File: config.mk
export PLATFORM = sky130hd
export DESIGN_NAME = serial_addsub_ctrl
export DESIGN_NICKNAME = d
export VERILOG_FILES = /design/src/rtl/serial_addsub_ctrl.sv
export SDC_FILE = /design/constraint.sdc
export NUM_CORES = 1
export LEC_CHECK = 0
export BUFFER_PORTS_ARGS = -buffer_cell sky130_fd_sc_hd__buf_2
export CORE_UTILIZATION = 50
export DETAILED_ROUTE_END_ITERATION = 7
export PLACE_DENSITY = 0.72
export SLEW_MARGIN = 20
export SYNTH_ARGS = -nofsm -noshare
export SYNTH_HDL_FRONTEND = slang
export SYNTH_SLANG_ARGS = --single-unit
File: constraint.sdc
create_clock -name clk -period 3.35 [get_ports clk]
set_input_delay 0.5025 -clock clk [delete_from_list [all_inputs] [get_ports clk]]
set_output_delay 0.5025 -clock clk [all_outputs]
set_load 0.03 [all_outputs]
File: src/rtl/serial_addsub_ctrl.sv
`default_nettype none
// ============================================================================
// Module   : serial_addsub_ctrl
// Function : bit-serial add/subtract over WIDTH cycles, LSB first, with a
//            ripple carry flip-flop. Optional signed overflow via SERIAL_OVF_EN.
// Revision : 1.0 - initial release
// ============================================================================
module serial_addsub_ctrl #(
  parameter int WIDTH = 8
) (
  input  logic             clk,
  input  logic             rst,
  input  logic             i_start,
  input  logic             i_sub,
  input  logic [WIDTH-1:0] i_a,
  input  logic [WIDTH-1:0] i_b,
  output logic             o_busy,
  output logic             o_done,
  output logic [WIDTH-1:0] o_result,
  output logic             o_cout
`ifdef SERIAL_OVF_EN
  ,
  output logic             o_ovf
`endif
);

  localparam int            CW     = $clog2(WIDTH);
  localparam logic [CW-1:0] C_LAST = CW'(WIDTH - 1);

  typedef enum logic [1:0] {
    S_IDLE = 2'd0,
    S_RUN  = 2'd1,
    S_DONE = 2'd2
  } state_t;

  state_t           r_state;
  logic [WIDTH-1:0] r_a;
  logic [WIDTH-1:0] r_b;
  logic [WIDTH-1:0] r_sum;
  logic             r_c;
  logic [CW-1:0]    r_cnt;

  logic             w_s;
  logic             w_cnext;

  assign w_s     = r_a[0] ^ r_b[0] ^ r_c;
  assign w_cnext = (r_a[0] & r_b[0]) | (r_c & (r_a[0] ^ r_b[0]));

  always_ff @(posedge clk or posedge rst) begin
    if (rst) begin
      r_state  <= S_IDLE;
      r_a      <= '0;
      r_b      <= '0;
      r_sum    <= '0;
      r_c      <= 1'b0;
      r_cnt    <= '0;
      o_busy   <= 1'b0;
      o_done   <= 1'b0;
      o_result <= '0;
      o_cout   <= 1'b0;
`ifdef SERIAL_OVF_EN
      o_ovf    <= 1'b0;
`endif
    end else begin
      case (r_state)
        S_IDLE: begin
          o_done <= 1'b0;
          if (i_start) begin
            // Subtraction is a + ~b + 1: the +1 enters as the initial carry.
            r_a     <= i_a;
            r_b     <= i_sub ? ~i_b : i_b;
            r_c     <= i_sub;
            r_cnt   <= '0;
            o_busy  <= 1'b1;
            r_state <= S_RUN;
          end
        end
        S_RUN: begin
          r_sum <= {w_s, r_sum[WIDTH-1:1]};
          r_a   <= r_a >> 1;
          r_b   <= r_b >> 1;
          r_c   <= w_cnext;
          if (r_cnt == C_LAST) begin
            o_result <= {w_s, r_sum[WIDTH-1:1]};
            o_cout   <= w_cnext;
`ifdef SERIAL_OVF_EN
            // r_c here is the carry into the MSB slice.
            o_ovf    <= r_c ^ w_cnext;
`endif
            o_busy   <= 1'b0;
            o_done   <= 1'b1;
            r_state  <= S_DONE;
          end else begin
            r_cnt <= r_cnt + CW'(1);
          end
        end
        S_DONE: begin
          o_done  <= 1'b0;
          r_state <= S_IDLE;
        end
        default: begin
          o_busy  <= 1'b0;
          o_done  <= 1'b0;
          r_state <= S_IDLE;
        end
      endcase
    end
  end

endmodule
`default_nettype wire

# After elaboration in Yosys (flattened, before gate mapping)
# Index checks and enable logic that the tools add are counted.
# Widths: inputs -> output; s select.
dict set report word_totals {
  latchBits 0
  regBits 41
  mem_bits_rw 0
  input_bits 20
  rom_bits 0
  memories 0
}
dict set report op_classes {
  mux 18
  order_cmp 0
  shifts 0
  div_mod_pow 0
  add_sub_neg 1
  n_bitwise 7
  n_reduce_logical 7
  mul 0
  n_eq_ne 6
}
# op count
set op_table {}
lappend op_table {{$pmux 8 s2} 2}
lappend op_table {{$mux 8} 3}
lappend op_table {{$not 8->8} 1}
lappend op_table {{$mux 3} 2}
lappend op_table {{$ne 2x2->1 const B} 3}
lappend op_table {{$pmux 3 s2} 1}
lappend op_table {{$reduce_and 2->1} 3}
lappend op_table {{$reduce_and 3->1} 2}
lappend op_table {{$mux 1} 5}
lappend op_table {{$mux 2} 2}
lappend op_table {{$pmux 2 s2} 1}
lappend op_table {{$add 3x1->3 const B} 1}
lappend op_table {{$eq 3x3->1 const B} 1}
lappend op_table {{$pmux 1 s3} 1}
lappend op_table {{$and 1x1->1} 2}
lappend op_table {{$eq 2x1->1 const B} 1}
lappend op_table {{$eq 2x2->1 const B} 1}
lappend op_table {{$logic_not 2->1} 1}
lappend op_table {{$pmux 1 s2} 1}
lappend op_table {{$reduce_bool 2->1} 1}
lappend op_table {{$xor 1x1->1} 2}
lappend op_table {{$not 1->1} 1}
lappend op_table {{$or 1x1->1} 1}

# Depth between registers and ports, before layout
dict set report logic_depth {
  depth_word 4
  depth_mapped 5
}

# Worst setup path after synthesis
# Ideal clock, no wire load.
dict set report synth_path {
  path_type {flip-flop to flip-flop}
  from {reg r_cnt[0]}
  to {reg o_cout}
  stages_incl_launch_ff 5
  arrival_time_ps 1287
  path_slack_ps 1938
  setup_time_ps 125
  cell_sequence {dfrtp_1 > ha_1 > ha_1 > nand2_8 > mux2_4}
}
dict set report synth_between {
  elab_chain_cells 2
}
# element line_no
set synth_rtl {}
lappend synth_rtl {{start: declaration} 41} ;# logic [CW-1:0] r_cnt;
lappend synth_rtl {{start signal: assignment} 94} ;# r_cnt <= r_cnt + CW'(1);
lappend synth_rtl {{$eq 3x3->1} 83} ;# if (r_cnt == C_LAST) begin
lappend synth_rtl {{$reduce_and 2->1 (no source line)} n/a}
lappend synth_rtl {{end signal: assignment} 85} ;# o_cout <= w_cnext;
lappend synth_rtl {{end: declaration} 20} ;# output logic o_cout
# No other way between the ends.
# A chain may end at the register's enable or synchronous reset.

# Worst setup path after layout
dict set report layout_path {
  from {reg r_state[0]}
  to {reg o_result[6]}
}
dict set report layout_between {
  elab_chain_cells 2
}
# element line_no
set layout_rtl {}
lappend layout_rtl {{start: declaration} 36} ;# state_t r_state;
lappend layout_rtl {{start signal: assignment} 51} ;# r_state <= S_IDLE;
lappend layout_rtl {{start signal: assignment} 75} ;# r_state <= S_RUN;
lappend layout_rtl {{start signal: assignment} 92} ;# r_state <= S_DONE;
lappend layout_rtl {{$eq 2x1->1} 65} ;# case (r_state)
lappend layout_rtl {{$reduce_and 2->1 (no source line)} n/a}
lappend layout_rtl {{end signal: assignment} 84} ;# o_result <= {w_s, r_sum[WIDTH-1:1]};
lappend layout_rtl {{end: declaration} 19} ;# output logic [WIDTH-1:0] o_result,
# No other way between the ends.

==> impl_summary.md <==
Outcome
The flow ran to the end, and the final reports show no timing, DRC or antenna violations.

Timing
The relative slew slack is 43.3%. In the final timing run, aggregate negative setup slack is 0 ns. Setup violations remaining at the end of the flow were counted as 0. The slew at the pin closest to its max-slew limit is 0.850 ns. The post-route fraction of the period consumed by the critical path is 60.7%. The number of hold violations in the final report is 0.

The final-layout worst hold slack is 0.318 ns. Between clock sinks in the finished design, the worst skew comes to 0.00420 ns. Timing would allow up to 0.492 GHz. The post-layout minimum cycle time is 2.03 ns.

In the post-route analysis, the smallest setup slack over all paths is 1.32 ns. Setup repair after global routing left no endpoint under its margin. The max-slew violation total from the final report is 0.

Yosys
When the netlist entered floorplanning its net count stood at 169. The synthesized design contains 40 register bits. The count of mapped cells out of synthesis is 145. The number of warnings reported in the yosys synthesis log is 0. Sequential elements use 53.0% of the synthesized area. In the synthesized netlist the dominant register cell turns out to be sky130_fd_sc_hd__dfrtp_1. The post-synth design cell area is 1890 um^2. The average instance area after synthesis is 13.0 um^2. In the synthesized netlist the async set-or-reset flop fraction comes to 100%. The number of different library cells used by synthesis comes to 28. Yosys mapped a number of flops with a built-in enable equal to 0.

Floorplanning
The area of the core is 3470 um^2. The floorplan has 21 rows. In this run the horizontal extent of the chip is 63.5 um. The starting utilization of the core area is 54.5%. During I/O placement, the number of pins put on the boundary was 31.

The overall die area is 4030 um^2. The die is 63.5 um tall.

Clocking
The post-CTS setup-driven buffer insertion count is 0. The post-cts sizing count is 0. The clock latency on the worst-skew pair is 0.29 ns. TritonCTS built the clock tree.

Buffers inserted during clock tree synthesis total 5. The maximum count of clock buffers along a single path is 2. The tree is rooted in a sky130_fd_sc_hd__clkbuf_8. The number of clock sinks is 40. In this run the number of H-tree levels came out at 2. The clock transition at the register clock pins on the worst setup and hold paths after CTS is 0.07 ns.

For this design, the CTS-stage hold fixing added 0 buffers.

Finish
The total of fill cells in the finished design is 307. The area growth from synthesis to layout is 12.4%. The final layout contains 198 nets.

The post-route netlist has 29.9% of its cells at a drive strength greater than 1. 0 antenna diodes ended up in the layout. In the final layout, flip-flops and latches occupy 1000 um^2.

The multi-input combinational cells in the finished layout cover a total of 818 um^2. The cell area after layout is 2120 um^2.

Power
The worst-case IR drop observed on VDD is 0.322 mV. The power density relative to cell area is 887 nW/um^2. The reported leakage power is 1.10 nW.

Worst setup path
The critical path goes through and2b_1 -> nand2_8 -> mux2_4. The worst setup path is launched from a flip-flop. The worst endpoint data arrival time is 2.21 ns.

STA classifies the critical path endpoint as a flip-flop. The largest stage delay on the critical path is 0.90 ns. On the critical path the largest part of the delay comes from flip-flops.

The category of the critical setup timing path is flip-flop to flip-flop. Data on the critical path is required at its endpoint by 3.52 ns. The largest driver fanout on the critical path is 31. The critical-path cell with the highest stage delay is sky130_fd_sc_hd__dfrtp_1.

Counting both buffers and inverters, the worst setup path holds a total of 0.

GRT
The global-route usage over all layers is 17.8%. The number of global-route vias before repair is 1262. The number of antenna violations at the first check in global routing came to 0.

The overall overflow remaining after global route is 0. The maximum number of pins on one net before global-route repair is 41. The first global-routing pass estimated 5.43 mm of wire.

Placed design
The HPWL after detailed placement is 2.07 mm. The weighted congestion reported at the end of routability-driven placement is 0.696. During placement, the flow inserted port buffers numbering 30. Summing all placed instances gives a cell area of 2050 um^2. OpenSTA, run right after detailed placement, puts the worst setup slack at 1.32 ns.

Routing
The average via count per standard cell is 5.42. For this block, the initial DRC count from the detailed router was 40. For this run, design rule violations remaining after detail routing come to 0. The total vias in the final route is 1193. The post-route antenna net violation count is 0. Dividing the detail-routed wire length by the instance count gives 13.9 um.

The detailed-route wire length is 3.07 mm. The iteration count of the initial detailed-routing pass is 4.

Hold path
In this run the worst hold path is classified as input port to async pin.

Job
Max-cap violations in this run came to 0.
==> state kept, by name (all words and copies together), names as in the netlist <==
signal    cells
o_cout        1
r_c           1
r_sum         7
o_result      8
o_busy        1
r_a           8
r_state       2
o_done        1
r_b           8
r_cnt         3
==> cell families after synthesis <==
logic type	Yosys count	synth area share [%]
muxes	17	11.9
DFF	40	53.0
xor gates and xnor gates	8	3.71
adders and majority gates	4	3.05
buffers and inverters	12	3.71
AOI/OAI and AO/OA	35	13.2
and+or+nand+nor	29	11.5
==> cells in the mapped netlist (2+ instances only) <==
master | number | area [um^2]
sky130_fd_sc_hd__a22o_1 | 7 | 61.3
sky130_fd_sc_hd__ha_1 | 3 | 37.5
sky130_fd_sc_hd__nand2b_1 | 2 | 12.5
sky130_fd_sc_hd__nand2_1 | 8 | 30.0
sky130_fd_sc_hd__dfrtp_1 | 40 | 1000
sky130_fd_sc_hd__inv_2 | 2 | 7.51
sky130_fd_sc_hd__mux2_4 | 9 | 135
sky130_fd_sc_hd__o21a_1 | 2 | 15.0
sky130_fd_sc_hd__xor2_1 | 8 | 70.1
sky130_fd_sc_hd__buf_2 | 4 | 20.0
sky130_fd_sc_hd__buf_6 | 2 | 22.5
sky130_fd_sc_hd__o21ai_1 | 8 | 40.0
sky130_fd_sc_hd__mux2_1 | 7 | 78.8
sky130_fd_sc_hd__and3b_1 | 15 | 131
sky130_fd_sc_hd__a21oi_1 | 9 | 45.0
sky130_fd_sc_hd__a221o_1 | 7 | 70.1
==> stage by stage <==
step	utilization (%)	cells	power [mW]
after global placement	59.0	213	1.58
after CTS	61.2	220	1.91
after global routing	61.2	220	2.02
final	61.2	220	1.88
after floorplan	-	145	1.46
after detailed placement	59.0	213	1.61
==> layout by cell type (no fill, tap or decap) <==
cell type                  Yosys  final
sky130_fd_sc_hd__nor2_4        1      1
sky130_fd_sc_hd__inv_1         1      1
sky130_fd_sc_hd__a21oi_1       9      9
sky130_fd_sc_hd__ha_1          3      3
sky130_fd_sc_hd__a22o_1        7      7
sky130_fd_sc_hd__clkbuf_1      0      1
sky130_fd_sc_hd__nand2b_1      2      2
sky130_fd_sc_hd__and2b_1       1      1
sky130_fd_sc_hd__inv_2         2      2
sky130_fd_sc_hd__mux2_2        1      1
sky130_fd_sc_hd__nor2_1        1      1
sky130_fd_sc_hd__a221o_1       7      7
sky130_fd_sc_hd__o21a_1        2      2
sky130_fd_sc_hd__o21ai_1       8      8
sky130_fd_sc_hd__o21bai_2      1      1
sky130_fd_sc_hd__clkbuf_8      0      5
sky130_fd_sc_hd__nand2_1       8      8
sky130_fd_sc_hd__mux2_1        7      7
sky130_fd_sc_hd__clkinv_2      0      1
sky130_fd_sc_hd__mux2_4        9      9
sky130_fd_sc_hd__nand2_8       1      1
sky130_fd_sc_hd__o22ai_1       1      1
sky130_fd_sc_hd__and3b_1      15     15
sky130_fd_sc_hd__xor2_1        8      8
sky130_fd_sc_hd__fa_1          1      1
sky130_fd_sc_hd__buf_4         1      1
sky130_fd_sc_hd__buf_2         4     30
sky130_fd_sc_hd__dfrtp_1      40     40
==> final cells by class <==
type,instances,area share [%]
sequential,40,47.1
multi-input combinational,93,38.5
timing repair buffer,31,7.42
clock buffer,6,3.42
tap,46,2.71
inverter,3,0.530
clock inverter,1,0.236
==> per-layer routing <==
| metal | vias up | share of wire [%] | GRT usage (%) |
|---|---|---|---|
| met5 | - | 0 | 0 |
| met4 | 0 | 2.3 | 9.38 |
| met3 | 7 | 3.6 | 4.35 |
| met2 | 28 | 47 | 29.3 |
| met1 | 579 | 47 | 21.4 |
| li1 | 579 | - | - |
==> report_power, final <==
part           internal (mW)  switching (mW)
clock                  0.141           0.151
combinational          0.367           0.363
sequential             0.693           0.168
==> worst register-to-register path, cell delays in order, from the launching register on <==
cell	delay, ns
sky130_fd_sc_hd__dfrtp_1	0.90
sky130_fd_sc_hd__and2b_1	0.54
sky130_fd_sc_hd__nand2_8	0.16
sky130_fd_sc_hd__mux2_4	0.33
==> path summary, 6_finish.rpt <==
check                           start           to  slack [ns]  cells past startpoint
max in group asynchronous         rst     r_cnt[1]        2.68                      3
hold / removal                    rst  o_result[3]        0.32                      3
min in group clk               i_a[7]       r_a[7]        0.45                      2
setup / recovery           r_state[0]  o_result[6]        1.32                      3
hold reg to reg                o_done       o_done        0.48                      1
setup reg to reg           r_state[0]  o_result[6]        1.32                      3
(Power assumes the default switching activity.)
